===== src/rtl/vga_filter_pipe.sv =====
// vga_filter_pipe: three-stage, free-running pixel filter for a VGA stream.
//   S1: register pixel, sync and settings; form r+g+b.
//   S2: gray = floor(sum/3) and saturating per-channel brightness.
//   S3: mode mux; invalid pixel slots are forced to black.
// Settings (mode, bright, thresh) are sampled only on frame_start and ride
// down the pipe with their pixel, so a frame never mixes modes.
// Optional feature: define VGA_FILTER_THRESH_EN to enable mode 5 (threshold);
// without it, mode 5 passes pixels through and no thresh hardware exists.
module vga_filter_pipe #(
  parameter int COLOR_W = 4
) (
  input  logic                   clk,
  input  logic                   reset,
  input  logic                   frame_start,
  input  logic                   in_valid,
  input  logic                   in_hsync,
  input  logic                   in_vsync,
  input  logic [3*COLOR_W-1:0]   in_rgb,
  input  logic [2:0]             mode,
  input  logic [COLOR_W:0]       bright,
  input  logic [COLOR_W-1:0]     thresh,
  output logic                   out_valid,
  output logic                   out_hsync,
  output logic                   out_vsync,
  output logic [3*COLOR_W-1:0]   out_rgb,
  output logic [2:0]             active_mode
);

  localparam int LATENCY = 3;

  typedef logic [COLOR_W-1:0]   chan_t;
  typedef logic [COLOR_W+1:0]   sum_t;
  typedef logic [3*COLOR_W-1:0] pix_t;

  typedef enum logic [2:0] {
    MODE_PASS   = 3'd0,
    MODE_INV    = 3'd1,
    MODE_GRAY   = 3'd2,
    MODE_BRIGHT = 3'd3,
    MODE_SWAP   = 3'd4,
    MODE_THRESH = 3'd5,
    MODE_RSVD6  = 3'd6,
    MODE_RSVD7  = 3'd7
  } mode_e;

  // c + bright evaluated at COLOR_W+2 bits; bit W+1 = negative, bit W = overflow
  function automatic chan_t sat_add(input chan_t c, input logic [COLOR_W:0] b);
    sum_t s;
    s = {2'b00, c} + {b[COLOR_W], b};
    if (s[COLOR_W+1])    return '0;
    else if (s[COLOR_W]) return '1;
    else                 return s[COLOR_W-1:0];
  endfunction

  // Latched settings and the values effective for the current input slot
  mode_e              mode_q, mode_d;
  logic [COLOR_W:0]   bright_q, bright_d;

  // Delay lines for valid and syncs
  logic [LATENCY-1:0] vld_q, hs_q, vs_q;

  // Stage 1
  pix_t               rgb1_q;
  sum_t               sum1_q, sum1_d;
  mode_e              mode1_q;
  logic [COLOR_W:0]   bright1_q;

  // Stage 2
  pix_t               rgb2_q, brt2_d, brt2_q;
  chan_t              gray2_q, gray2_d;
  mode_e              mode2_q;

  // Stage 3
  pix_t               rgb3_q, rgb3_d;

`ifdef VGA_FILTER_THRESH_EN
  localparam chan_t THRESH_RST = chan_t'(1 << (COLOR_W-1));
  chan_t              thresh_q, thresh_d, thresh1_q, thresh2_q;

  // Threshold setting follows the same frame_start sampling as the others
  always_comb begin
    thresh_d = frame_start ? thresh : thresh_q;
  end

  // Threshold register and its pipeline copies
  always_ff @(posedge clk or negedge reset) begin
    if (!reset) begin
      thresh_q  <= THRESH_RST;
      thresh1_q <= THRESH_RST;
      thresh2_q <= THRESH_RST;
    end else begin
      thresh_q  <= thresh_d;
      thresh1_q <= thresh_d;
      thresh2_q <= thresh1_q;
    end
  end
`else
  logic unused_thresh;
  assign unused_thresh = ^thresh;
`endif

  // Settings in force for this slot: a frame_start pixel uses the new values
  always_comb begin
    mode_d   = frame_start ? mode_e'(mode) : mode_q;
    bright_d = frame_start ? bright : bright_q;
  end

  // Settings registers
  always_ff @(posedge clk or negedge reset) begin
    if (!reset) begin
      mode_q   <= MODE_PASS;
      bright_q <= '0;
    end else begin
      mode_q   <= mode_d;
      bright_q <= bright_d;
    end
  end

  // Valid and sync delay lines; syncs idle high in reset
  always_ff @(posedge clk or negedge reset) begin
    if (!reset) begin
      vld_q <= '0;
      hs_q  <= '1;
      vs_q  <= '1;
    end else begin
      vld_q <= {vld_q[LATENCY-2:0], in_valid};
      hs_q  <= {hs_q[LATENCY-2:0], in_hsync};
      vs_q  <= {vs_q[LATENCY-2:0], in_vsync};
    end
  end

  // S1 channel sum
  always_comb begin
    sum1_d = {2'b00, in_rgb[3*COLOR_W-1:2*COLOR_W]}
           + {2'b00, in_rgb[2*COLOR_W-1:COLOR_W]}
           + {2'b00, in_rgb[COLOR_W-1:0]};
  end

  // S2 gray and brightness
  always_comb begin
    gray2_d = chan_t'(sum1_q / sum_t'(3));
    brt2_d  = {sat_add(rgb1_q[3*COLOR_W-1:2*COLOR_W], bright1_q),
               sat_add(rgb1_q[2*COLOR_W-1:COLOR_W],   bright1_q),
               sat_add(rgb1_q[COLOR_W-1:0],           bright1_q)};
  end

  // S3 mode mux; empty slots output black
  always_comb begin
    rgb3_d = '0;
    if (vld_q[LATENCY-2]) begin
      case (mode2_q)
        MODE_INV:    rgb3_d = ~rgb2_q;
        MODE_GRAY:   rgb3_d = {gray2_q, gray2_q, gray2_q};
        MODE_BRIGHT: rgb3_d = brt2_q;
        MODE_SWAP:   rgb3_d = {rgb2_q[COLOR_W-1:0], rgb2_q[2*COLOR_W-1:COLOR_W],
                               rgb2_q[3*COLOR_W-1:2*COLOR_W]};
`ifdef VGA_FILTER_THRESH_EN
        MODE_THRESH: rgb3_d = (gray2_q >= thresh2_q) ? '1 : '0;
`endif
        default:     rgb3_d = rgb2_q;
      endcase
    end
  end

  // Pipeline data registers
  always_ff @(posedge clk or negedge reset) begin
    if (!reset) begin
      rgb1_q    <= '0;
      sum1_q    <= '0;
      mode1_q   <= MODE_PASS;
      bright1_q <= '0;
      rgb2_q    <= '0;
      gray2_q   <= '0;
      brt2_q    <= '0;
      mode2_q   <= MODE_PASS;
      rgb3_q    <= '0;
    end else begin
      rgb1_q    <= in_rgb;
      sum1_q    <= sum1_d;
      mode1_q   <= mode_d;
      bright1_q <= bright_d;
      rgb2_q    <= rgb1_q;
      gray2_q   <= gray2_d;
      brt2_q    <= brt2_d;
      mode2_q   <= mode1_q;
      rgb3_q    <= rgb3_d;
    end
  end

  assign out_valid   = vld_q[LATENCY-1];
  assign out_hsync   = hs_q[LATENCY-1];
  assign out_vsync   = vs_q[LATENCY-1];
  assign out_rgb     = rgb3_q;
  assign active_mode = mode_q;

endmodule

===== config.mk =====
export PLATFORM = sky130hd
export DESIGN_NAME = vga_filter_pipe
export DESIGN_NICKNAME = d
export VERILOG_FILES = /design/src/rtl/vga_filter_pipe.sv
export SDC_FILE = /design/constraint.sdc
export NUM_CORES = 1
export LEC_CHECK = 0
export CORE_ASPECT_RATIO = 1.2
export CORE_UTILIZATION = 50
export CTS_CLUSTER_DIAMETER = 60
export DETAILED_ROUTE_END_ITERATION = 10
export PLACE_DENSITY = 0.79
export SYNTH_ARGS = -nofsm -noshare
export SYNTH_HDL_FRONTEND = slang
export SYNTH_SLANG_ARGS = --single-unit

===== constraint.sdc =====
create_clock -name clk -period 4 [get_ports clk]
set_input_delay 0.4 -clock clk [delete_from_list [all_inputs] [get_ports clk]]
set_output_delay 0.4 -clock clk [all_outputs]
set_load 0.05 [all_outputs]

* Yosys cells after proc, flatten, opt, wreduce, memory -nomap -nowiden
Cells that the tools add are included. Widths: inputs -> output; s select.
Storage, ports and cells: register bits after elaboration 78, input port bits 30, output and inout port bits 18, word-level logic and storage cells 31
Cells by class: $add $sub $neg 5, div/mod/pow operators 1, equality and inequality tests 4, mux-type cells 8, bitwise gates (word level) 1
Operator list (number):
- $pmux 12 s4 | 1
- $mux 4 | 6
- $add 5x5->6 | 3
- $mux 12 | 1
- $not 12->12 | 1
- $add 5x4->6 | 1
- $div 6x2->6 const B | 1
- $eq 3x2->1 const B | 2
- $add 4x4->5 | 1
- $eq 3x1->1 const B | 1
- $eq 3x3->1 const B | 1

* Logic depth before layout (Yosys ltp)
Gate-level depths: netlist of the first run.
depth after elaboration 3, mapped depth 8

* Worst setup path after synthesis of the first run
No wires, ideal clock.
path type input to register, from in in_rgb[1], to reg sum1_q[5], setup time 0.064 ns, arrival time 1.724 ns, setup slack 2.211 ns, stages 6, buffers on the path 0, cell sequence fa_1 > ha_1 > inv_1 > fa_1 > nor2b_1 > o21a_1
On the way: longest elaborated chain between the ends 1
RTL lines:
- start: declaration | line 18 | input logic [3*COLOR_W-1:0] in_rgb,
- $add 5x4->6 | line 136 | + {2'b00, in_rgb[COLOR_W-1:0]};
- named net sum1_d[5] | line 64 | sum_t sum1_q, sum1_d;
- end signal: assignment | line 179 | sum1_q <= sum1_d;
- end: declaration | line 64
The timed path passes the listed nets, and every way through them passes these cells. A chain may end at the register's enable or synchronous reset.

* Worst setup path in the final report of the first run
from reg mode2_q[0], to reg rgb3_q[10] (netlist: out_rgb[10])
On the way: longest elaborated chain between the ends 3, elaborated cells between the ends (all ways) 6
RTL lines:
- start: declaration | line 71 | mode_e mode2_q;
- start signal: assignment | line 185 | mode2_q <= mode1_q;
- $eq 3x3->1 (tied with other cells) | line 151 | case (mode2_q)
- $pmux 12 s4 (*) | line 151
- $mux 12 (*) | line 150 | if (vld_q[LATENCY-2]) begin
- named net rgb3_d[10] | line 74 | pix_t rgb3_q, rgb3_d;
- end signal: assignment | line 186 | rgb3_q <= rgb3_d;
- end: declaration | line 74
Mark *: on every way through the listed nets, which the timed path passes. The rest lies on a longest branch.

==> impl_metrics.json, run 1 <==
{
  "status": "finished, final reports clean",
  "ys.flop_type": "dfrtp_1",
  "crit_type": "reg -> reg",
  "yosysMostFrequentCell": "dfrtp_1",
  "place_ws_ns": 1.65,
  "final-hold-violation-count": 0,
  "rsz0062_at_grt": "false",
  "grt_pass1_wl_um": 10800,
  "clockRootBuffer": "clkbuf_8",
  "first_pass_iters": 4,
  "clock.fmax_mhz": 484,
  "syn_to_final_growth_pct": 18.9,
  "yosysSeqAreaShare": 0.539,
  "drt_iter0_markers": 133,
  "p_total_uw": 2200,
  "syn_nets": 374,
  "fp.dieH_um": 95.4,
  "ctsHtreeMaxLevel": 3,
  "fin_crit_sh": 0.517,
  "wirelength_um": 6300,
  "grt_util_all_layers": 0.192,
  "period_needed_ns": 2.07,
  "fin_cells": 453,
  "fillers": 553,
  "initial_utilization": 0.524,
  "maxSlewHeadroom": 0.358,
  "yosysUniqueCellTypes": 41,
  "async_flop_share": 1.00,
  "post_cts_buffers": 0,
  "clock-skew-final_ns": 0.00901,
  "cap_violations": 0,
  "overflow": 0,
  "drc_errors": 0,
  "peakVddDrop_uv": 279,
  "setup_slack_ns": 1.93,
  "clkLatencyLatePin_ns": 0.35,
  "cts.sink_count": 78,
  "cpMaxStageDelayCell": "dfrtp_1",
  "diodes": 0,
  "dieWidth_um": 79.8,
  "numCtsBuffers": 9,
  "coreArea_um2": 6940,
  "maxSlewViolCount": 0,
  "fin_setup_tns_ns": 0,
  "crit_start": "mode2_q[0]$_DFF_PN0_",
  "dieArea_um2": 7610,
  "power_density_nw_per_um2": 510,
  "clk_pin_slew_worst_paths_ns": 0.07,
  "worstSetupEndpointType": "flop",
  "core.rowCount": 33,
  "ys_seq_elements": 78,
  "drive_above_1_share": 0.104,
  "yosysTopAreaCell": "dfrtp_1",
  "num_vias": 2381,
  "synth-edff-count": 0,
  "min_path_type": "in -> async",
  "yosysWarnings": 0,
  "setup_viol": 0,
  "vias_per_cell": 5.26,
  "post_cts_resized": 0,
  "synth_top_area_frac": 0.496,
  "dp_hpwl_um": 4540,
  "nets": 415,
  "r2r_start": "mode2_q[0]$_DFF_PN0_",
  "required_ns": 4.23,
  "netlist_area_um2": 3630,
  "holdBufCountCts": 0,
  "synth_common_cells": "72 x dfrtp_1, 43 x a21oi_1, 29 x inv_1, 18 x nand2_1, 17 x nor2_1",
  "pin_count": 48,
  "syn_area_per_cell_um2": 11.4,
  "cpPeakStageDelay_ns": 0.88,
  "cts_tree": "done",
  "antenna_found_initial": 0,
  "grt_max_degree": 79,
  "place_congestion": 0.838,
  "drtAntennaViolNets": 0,
  "io_buffers": 43,
  "clockBufferDepth": 2,
  "dp_cells": 437,
  "crit_path_cell_trace": "nor2_1 > mux2_2 > a221oi_1 > nor2b_1",
  "wl_per_cell_um": 13.9,
  "finish.utilization": 0.623,
  "synthTopCellsByArea": "dfrtp_1 50%, a21oi_1 5.9%, ha_1 5.5%",
  "leakage_uw": 0.00198,
  "synth_cells": 320,
  "critical_path.startpoint_type": "flop",
  "worstMarginPinSlew_ns": 0.963,
  "crit_fanout": 30,
  "grt_pass1_vias": 2282,
  "cp.arrival_ns": 2.29
}
## cells in the final DEF (no fill, tap or decap), types with 3 or more instances in the layout
cell type / netlist / routed
clkbuf_1: 3 / 3
nor2_1: 17 / 17
nor3b_1: 7 / 7
nand2_1: 18 / 18
o221a_2: 4 / 4
o211a_1: 4 / 4
mux2i_1: 4 / 4
dfrtp_1: 72 / 72
a21boi_1: 3 / 3
xor2_1: 9 / 9
a22o_1: 3 / 3
a21oi_1: 43 / 43
ha_1: 16 / 16
fa_1: 8 / 8
dfstp_2: 6 / 6
nor2b_1: 9 / 9
clkdlybuf4s50_1: 0 / 42
mux2_2: 8 / 8
nor3_1: 3 / 3
nand3_1: 6 / 6
o21ai_0: 12 / 12
xnor2_1: 3 / 3
a21o_1: 7 / 7
clkbuf_8: 0 / 10
inv_1: 29 / 29
## layout make-up
type | count | area [um2] | area share
flip-flops and latches | 78 | 1960 | 0.453
multi-input cells | 199 | 1490 | 0.345
repair buffers | 44 | 435 | 0.101
clock buffers | 13 | 149 | 0.0345
inverters | 29 | 109 | 0.0252
well taps | 87 | 109 | 0.0252
clock inverters | 3 | 67.6 | 0.0156
## worst max-delay path: cells and delay by family, from the launching register on
family,cells,cell delay [ns]
flops,1,0.88
compound gates,1,0.37
simple gates,2,0.36
mux,1,0.33
## per-stage QoR
| step | hold slack [ns] | instance area [um2] |
|---|---|---|
| CTS | 0.209 | 4320 |
| floorplan | 0.104 | 3630 |
| detailed placement | 0.347 | 4110 |
| global placement | 0.335 | 4110 |
| finish | 0.172 | 4320 |
| global route | 0.257 | 4320 |
## final timing paths
path                                         endpoint  slack [ns]  cells after the start
worst max-delay path            out_rgb[10]$_DFF_PN0_        1.93                      4
min in group clk                    vs_q[2]$_DFF_PN1_        0.36                      0
worst min-delay path              rgb2_q[6]$_DFF_PN0_        0.17                      1
max in group asynchronous         rgb1_q[6]$_DFF_PN0_        3.23                      1
worst min register to register      vs_q[2]$_DFF_PN1_        0.36                      0
worst max register to register  out_rgb[10]$_DFF_PN0_        1.93                      4
## cell families after synthesis
| kind of cell | after synthesis | share of synthesized area |
|---|---|---|
| AOI/OAI and AO/OA | 87 | 0.157 |
| DFF | 78 | 0.539 |
| and+or+nand+nor | 62 | 0.0830 |
| buffers and inverters | 43 | 0.0499 |
| adders and majority gates | 25 | 0.102 |
| muxes | 13 | 0.0399 |
| xor gates and xnor gates | 12 | 0.0289 |
## metal layers
metal	up-vias	global-route usage	part of all wire
met4	0	0.104	0.031
met5	-	0	0
li1	1177	-	-
met3	19	0.0469	0.036
met1	1127	0.240	0.43
met2	58	0.308	0.50
## flip-flops by register name, summed over array words and instances, names as in the netlist, 4 cells and up
signal	cells
rgb1_q	12
gray2_q	4
brt2_q	12
out_rgb	12
rgb2_q	12
sum1_q	6
bright1_q	5
## where the power goes
part / switching, uW / internal [uW] / total (uW)
clock: 266 / 369 / 636
sequential: 104 / 902 / 1010
combinational: 307 / 255 / 561
total: 677 / 1530 / 2200
No activity file was read; power rests on OpenSTA's default activity.
==> run 2: changes to the inputs <==
Settings changed: CORE_UTILIZATION 50 to 49, PLACE_DENSITY 0.79 to 0.81.
Clock period 4 ns to 1.85 ns, I/O delays scaled along.
==> run 2 against run 1 <==
  * Maximum frequency rose by 13%
  * First-iteration DRC count is 17% higher
  * Die area is 2.0% higher
  * Sequential power grew 110%
  * Combinational power rose to 2.7 times the previous value
  * Worst setup slack got worse by 1.9 ns
  * Largest power group unchanged
==> impl_metrics.json, run 2 (synthesized netlist as in run 1, its figures left out) <==
{
  "min_path_type": "in -> reg",
  "numCtsBuffers": 9,
  "p_total_uw": 5160,
  "wl_per_cell_um": 14.5,
  "crit_fanout": 4,
  "crit_start": "bright1_q[0]$_DFFE_PN0P_",
  "ctsHtreeMaxLevel": 3,
  "maxSlewHeadroom": 0.609,
  "antenna_found_initial": 0,
  "drc_errors": 0,
  "place_ws_ns": -0.261,
  "cts.sink_count": 78,
  "final_common_cell": "dfrtp_1",
  "dieWidth_um": 80.6,
  "setup_viol": 0,
  "drive_above_1_share": 0.204,
  "pin_count": 48,
  "fp.dieH_um": 96.3,
  "vias_per_cell": 5.27,
  "min_from": "in_hsync",
  "clockBufferDepth": 2,
  "clock-skew-final_ns": 0.00914,
  "finish.utilization": 0.633,
  "setup_slack_ns": 0.0135,
  "worst_hold_slack_ns": 0.239,
  "fin_crit_sh": 0.993,
  "worstSetupEndpointType": "flop",
  "multiInputGateArea_um2": 1590,
  "leakage_uw": 0.00208,
  "final-hold-violation-count": 0,
  "cap_violations": 0,
  "power_density_nw_per_um2": 1130,
  "place_congestion": 0.846,
  "wirelength_um": 6840,
  "cp.arrival_ns": 2.11,
  "period_needed_ns": 1.84,
  "crit_type": "reg -> reg",
  "grt_max_degree": 49,
  "cts_tree": "done",
  "dieArea_um2": 7770,
  "core.rowCount": 34,
  "peakVddDrop_uv": 634,
  "fillers": 575,
  "clock.fmax_mhz": 545,
  "reg2reg_depth": 9,
  "maxSlewViolCount": 0,
  "drt_iter0_markers": 155,
  "worstMarginPinSlew_ns": 0.587,
  "num_vias": 2486,
  "clk_pin_slew_worst_paths_ns": 0.08,
  "required_ns": 2.13,
  "drtAntennaViolNets": 0,
  "grt_pass1_vias": 2385,
  "io_buffers": 43,
  "placed_area_um2": 4200,
  "diodes": 0,
  "overflow": 0,
  "clockRootBuffer": "clkbuf_8",
  "clkLatencyLatePin_ns": 0.35,
  "grt_pass1_wl_um": 11200,
  "initial_utilization": 0.502,
  "reg2reg_to": "brt2_q[5]$_DFF_PN0_",
  "syn_to_final_growth_pct": 25.9,
  "grt_util_all_layers": 0.196,
  "nets": 431,
  "final_cell_mix": "70 x dfrtp_1, 40 x clkdlybuf4s50_1, 35 x a21oi_1",
  "cp-endpoint": "brt2_q[5]$_DFF_PN0_",
  "coreArea_um2": 7230,
  "rsz0062_at_grt": "true",
  "regToRegSetupSlack_ns": 0.01,
  "dp_hpwl_um": 4860,
  "seq_area_um2": 1960,
  "first_pass_iters": 4,
  "status": "finished, final reports clean",
  "r2r_start": "bright1_q[0]$_DFFE_PN0P_",
  "critical_path.startpoint_type": "flop",
  "fin_area_um2": 4570
}
-- run 2: cell count changes in the layout (fill, tap and decap cells not counted), moves of 3 or more --
cell,change
ha_1,-3
fa_1,-3
fa_2,+3
buf_4,+14
a21oi_2,+8
a21oi_1,-8
-- run 2: report_power, final --
| part | switching [uW] | internal, uW |
|---|---|---|
| Sequential | 195 | 1950 |
| Clock | 603 | 894 |
| Combinational | 799 | 718 |
| Total | 1600 | 3570 |
-- run 2: metrics by stage --
| step | setup TNS [ns] | cells |
|---|---|---|
| global route | -0.285 | 472 |
| floorplan | 0 | 320 |
| global placement | -0.760 | 450 |
| finish | 0 | 472 |
| CTS | -0.0888 | 468 |
| detailed placement | -0.884 | 450 |
-- run 2: critical path, stage by stage, from the launching register on --
cell and delay [ns]:
dfrtp_1 0.44, ha_2 0.23, inv_2 0.04, fa_2 0.35, inv_1 0.07, a21o_1 0.13, a21oi_2 0.06, xor2_1 0.14
buf_4 0.17, a21oi_2 0.14
-- run 2: routing by layer --
metal / global-route usage / vias to the layer above / part of all wire
met1: 0.239 / 1198 / 0.42
met4: 0.0967 / 0 / 0.027
met3: 0.0531 / 16 / 0.036
met5: 0 / - / 0
met2: 0.321 / 68 / 0.52
li1: - / 1204 / -
-- run 2: timing repair --
item / CTS / global route
pin swaps: 0 / 8
hold buffers: 1 / 0
setup buffers: 1 / 4
endpoints found under the setup margin: 11 / 15
hold endpoints to repair: 46 / 0
gates resized for setup: 3 / 24
-- run 2: worst min-delay path by stage --
stage	endpoint	slack, ns	cells past startpoint
global route	hs_q[0]$_DFF_PN1_	0.22	1
detailed placement	brt2_q[8]$_DFF_PN0_	0.23	1
finish	hs_q[0]$_DFF_PN1_	0.24	1
global placement	rgb2_q[10]$_DFF_PN0_	0.22	1
CTS	hs_q[0]$_DFF_PN1_	0.22	1
floorplan	bright1_q[0]$_DFFE_PN0P_	-0.11	0
-- run 2: area by class of cell --
| type | count | area share |
|---|---|---|
| timing repair buffer | 60 | 0.124 |
| tap | 90 | 0.0246 |
| multi-input combinational | 199 | 0.347 |
| clock buffer | 10 | 0.0279 |
| sequential | 78 | 0.429 |
| inverter | 29 | 0.0238 |
| clock inverter | 6 | 0.0241 |
==> run 3: changes to the inputs <==
Settings changed: SETUP_SLACK_MARGIN set to 0.1.
==> run 3 against run 2 <==
  * The flow now finishes with violations (hold timing, setup timing)
  * Cell area rose by 2.6%
  * Sequential cell count is the same
  * Clock-buffer cell count stayed put
  * Critical path depth down 1
  * Critical endpoint is now brt2_q[3]$_DFF_PN0_
  * Non-clock buffer count grew 7
  * First-iteration DRC count fell by 3.9%
  * Via count increased by 1.8%
  * Hold slack got worse by 0.24 ns
  * Worst setup slack got worse by 0.036 ns
  * Die area stayed put
==> impl_metrics.json, run 3 (synthesized netlist as in run 1, its figures left out) <==
{
  "num_vias": 2531,
  "clock-skew-final_ns": 0.0107,
  "crit_path_cell_trace": "ha_4 > buf_4 > a21o_1 > a21oi_2 > nor2b_1 > nor3b_1 > buf_4 > a21oi_2",
  "maxSlewHeadroom": 0.609,
  "use_met2": 0.357,
  "grtUsageMet3": 0.0493,
  "period_needed_ns": 1.87,
  "setup_viol": 4,
  "worstSetupEndpointType": "flop",
  "dp_hpwl_um": 4860,
  "wl_per_cell_um": 15.3,
  "drc_errors": 0,
  "cts.sink_count": 78,
  "leakage_uw": 0.00215,
  "numCtsBuffers": 9,
  "required_ns": 2.07,
  "fin_setup_tns_ns": -0.0496,
  "cp.arrival_ns": 2.09,
  "peakVddDrop_uv": 685,
  "ctsHtreeMaxLevel": 3,
  "cts_tree": "done",
  "antenna_found_initial": 0,
  "fillers": 557,
  "drt_iter0_markers": 149,
  "min_path_type": "in -> reg",
  "crit_type": "reg -> reg",
  "drtAntennaViolNets": 0,
  "coreArea_um2": 7230,
  "diodes": 0,
  "clk_pin_slew_worst_paths_ns": 0.08,
  "violations": "hold timing, setup timing",
  "rsz0062_at_grt": "true",
  "status": "finished with violations",
  "cpPeakStageDelay_ns": 0.48,
  "clockBufferDepth": 2,
  "wirelength_um": 7350,
  "initial_utilization": 0.502,
  "clockRootBuffer": "clkbuf_8",
  "p_total_uw": 5320,
  "drive_above_1_share": 0.260,
  "final_common_cell": "dfrtp_1",
  "vias_per_cell": 5.28,
  "grt_max_degree": 49,
  "fin_crit_sh": 1.01,
  "critical_path.startpoint_type": "flop",
  "overflow": 0,
  "grt_pass1_vias": 2437,
  "final-hold-violation-count": 1,
  "busiest_layer": "met2",
  "grt_pass1_wl_um": 11700,
  "setup_slack_ns": -0.0222,
  "io_buffers": 43,
  "finish.utilization": 0.649,
  "maxSlewViolCount": 0,
  "syn_to_final_growth_pct": 29.2,
  "clkLatencyLatePin_ns": 0.35,
  "dieArea_um2": 7770,
  "cap_violations": 0,
  "worst_hold_slack_ns": -0.00193,
  "core.rowCount": 34,
  "cpMaxStageDelayCell": "dfrtp_2",
  "place_congestion": 0.846,
  "dieWidth_um": 80.6,
  "nets": 438,
  "worstMarginPinSlew_ns": 0.587,
  "final_cell_mix": "69 x dfrtp_1, 34 x clkdlybuf4s50_1, 28 x a21oi_1",
  "pin_count": 48,
  "first_pass_iters": 4,
  "fp.dieH_um": 96.3,
  "grt_util_all_layers": 0.207,
  "met1_usage": 0.247,
  "crit_fanout": 4,
  "clock.fmax_mhz": 534,
  "power_density_nw_per_um2": 1130
}
[run 3: changes by cell type in the layout (fill, tap and decap cells not counted), sizes merged]
| cell | change |
|---|---|
| dlygate4sd2 | +2 |
| clkdlybuf4s50 | -6 |
| dlymetal6s2s | +4 |
| buf | +7 |
[run 3: worst paths after layout]
check                                         start                  end  slack [ns]  cells past startpoint
min in group asynchronous                     reset  brt2_q[8]$_DFF_PN0_        0.39                      2
max in group asynchronous                     reset    hs_q[0]$_DFF_PN1_        0.87                      3
setup / recovery           bright1_q[0]$_DFFE_PN0P_  brt2_q[3]$_DFF_PN0_       -0.02                      8
setup reg to reg           bright1_q[0]$_DFFE_PN0P_  brt2_q[3]$_DFF_PN0_       -0.02                      8
hold reg to reg                   vs_q[0]$_DFF_PN1_    vs_q[1]$_DFF_PN1_        0.36                      0
hold / removal                            in_rgb[5]  rgb1_q[5]$_DFF_PN0_      -0.002                      1
[run 3: timing repair]
| action | 4_1_cts | 5_1_grt |
|---|---|---|
| buffers inserted | 10 | 2 |
| hold buffers | 1 | 0 |
| endpoints found under the setup margin | 19 | 18 |
| endpoints found under the hold margin | 46 | 0 |
| pin swaps | 7 | 17 |
| resized for setup | 24 | 27 |
[run 3: report_power, final]
group          leakage [uW]  internal, uW  switching, uW
Clock              0.000112           894            613
Combinational       0.00112           798            860
Sequential         0.000915          1950            196
[run 3: cell type report]
class	count	area, um2	share of cell area
Sequential cell	78	1960	0.418
Multi-Input combinational cell	199	1640	0.350
Clock buffer	10	128	0.0272
Inverter	29	109	0.0232
Clock inverter	6	110	0.0235
Tap cell	90	113	0.0240
Timing Repair Buffer	67	628	0.134
[run 3: stage by stage]
step                cells  cell area [um2]  setup slack (ns)  hold slack [ns]
finish                479             4690           -0.0222         -0.00193
global route          479             4690           -0.0657           0.0104
CTS                   477             4580            0.0340            0.225
detailed placement    450             4200            -0.261            0.232
global placement      450             4200            -0.234            0.224
floorplan             320             3630             0.116           -0.111
[run 3: critical path, delay by kind of cell (launching register included)]
kind / cells / cell delay (ns)
and+or+nand+nor: 2 / 0.32
buffers and inverters: 2 / 0.33
adders and majority gates: 1 / 0.20
AOI/OAI and AO/OA: 3 / 0.42
DFF: 1 / 0.48
[run 3: layer usage]
layer / up-vias / wire length [um] / part of all wire
met1: 1230 / 2950 / 0.40
met2: 64 / 3960 / 0.54
met4: 0 / 191 / 0.026
met3: 15 / 257 / 0.035
met5: - / 0 / 0
li1: 1222 / - / -
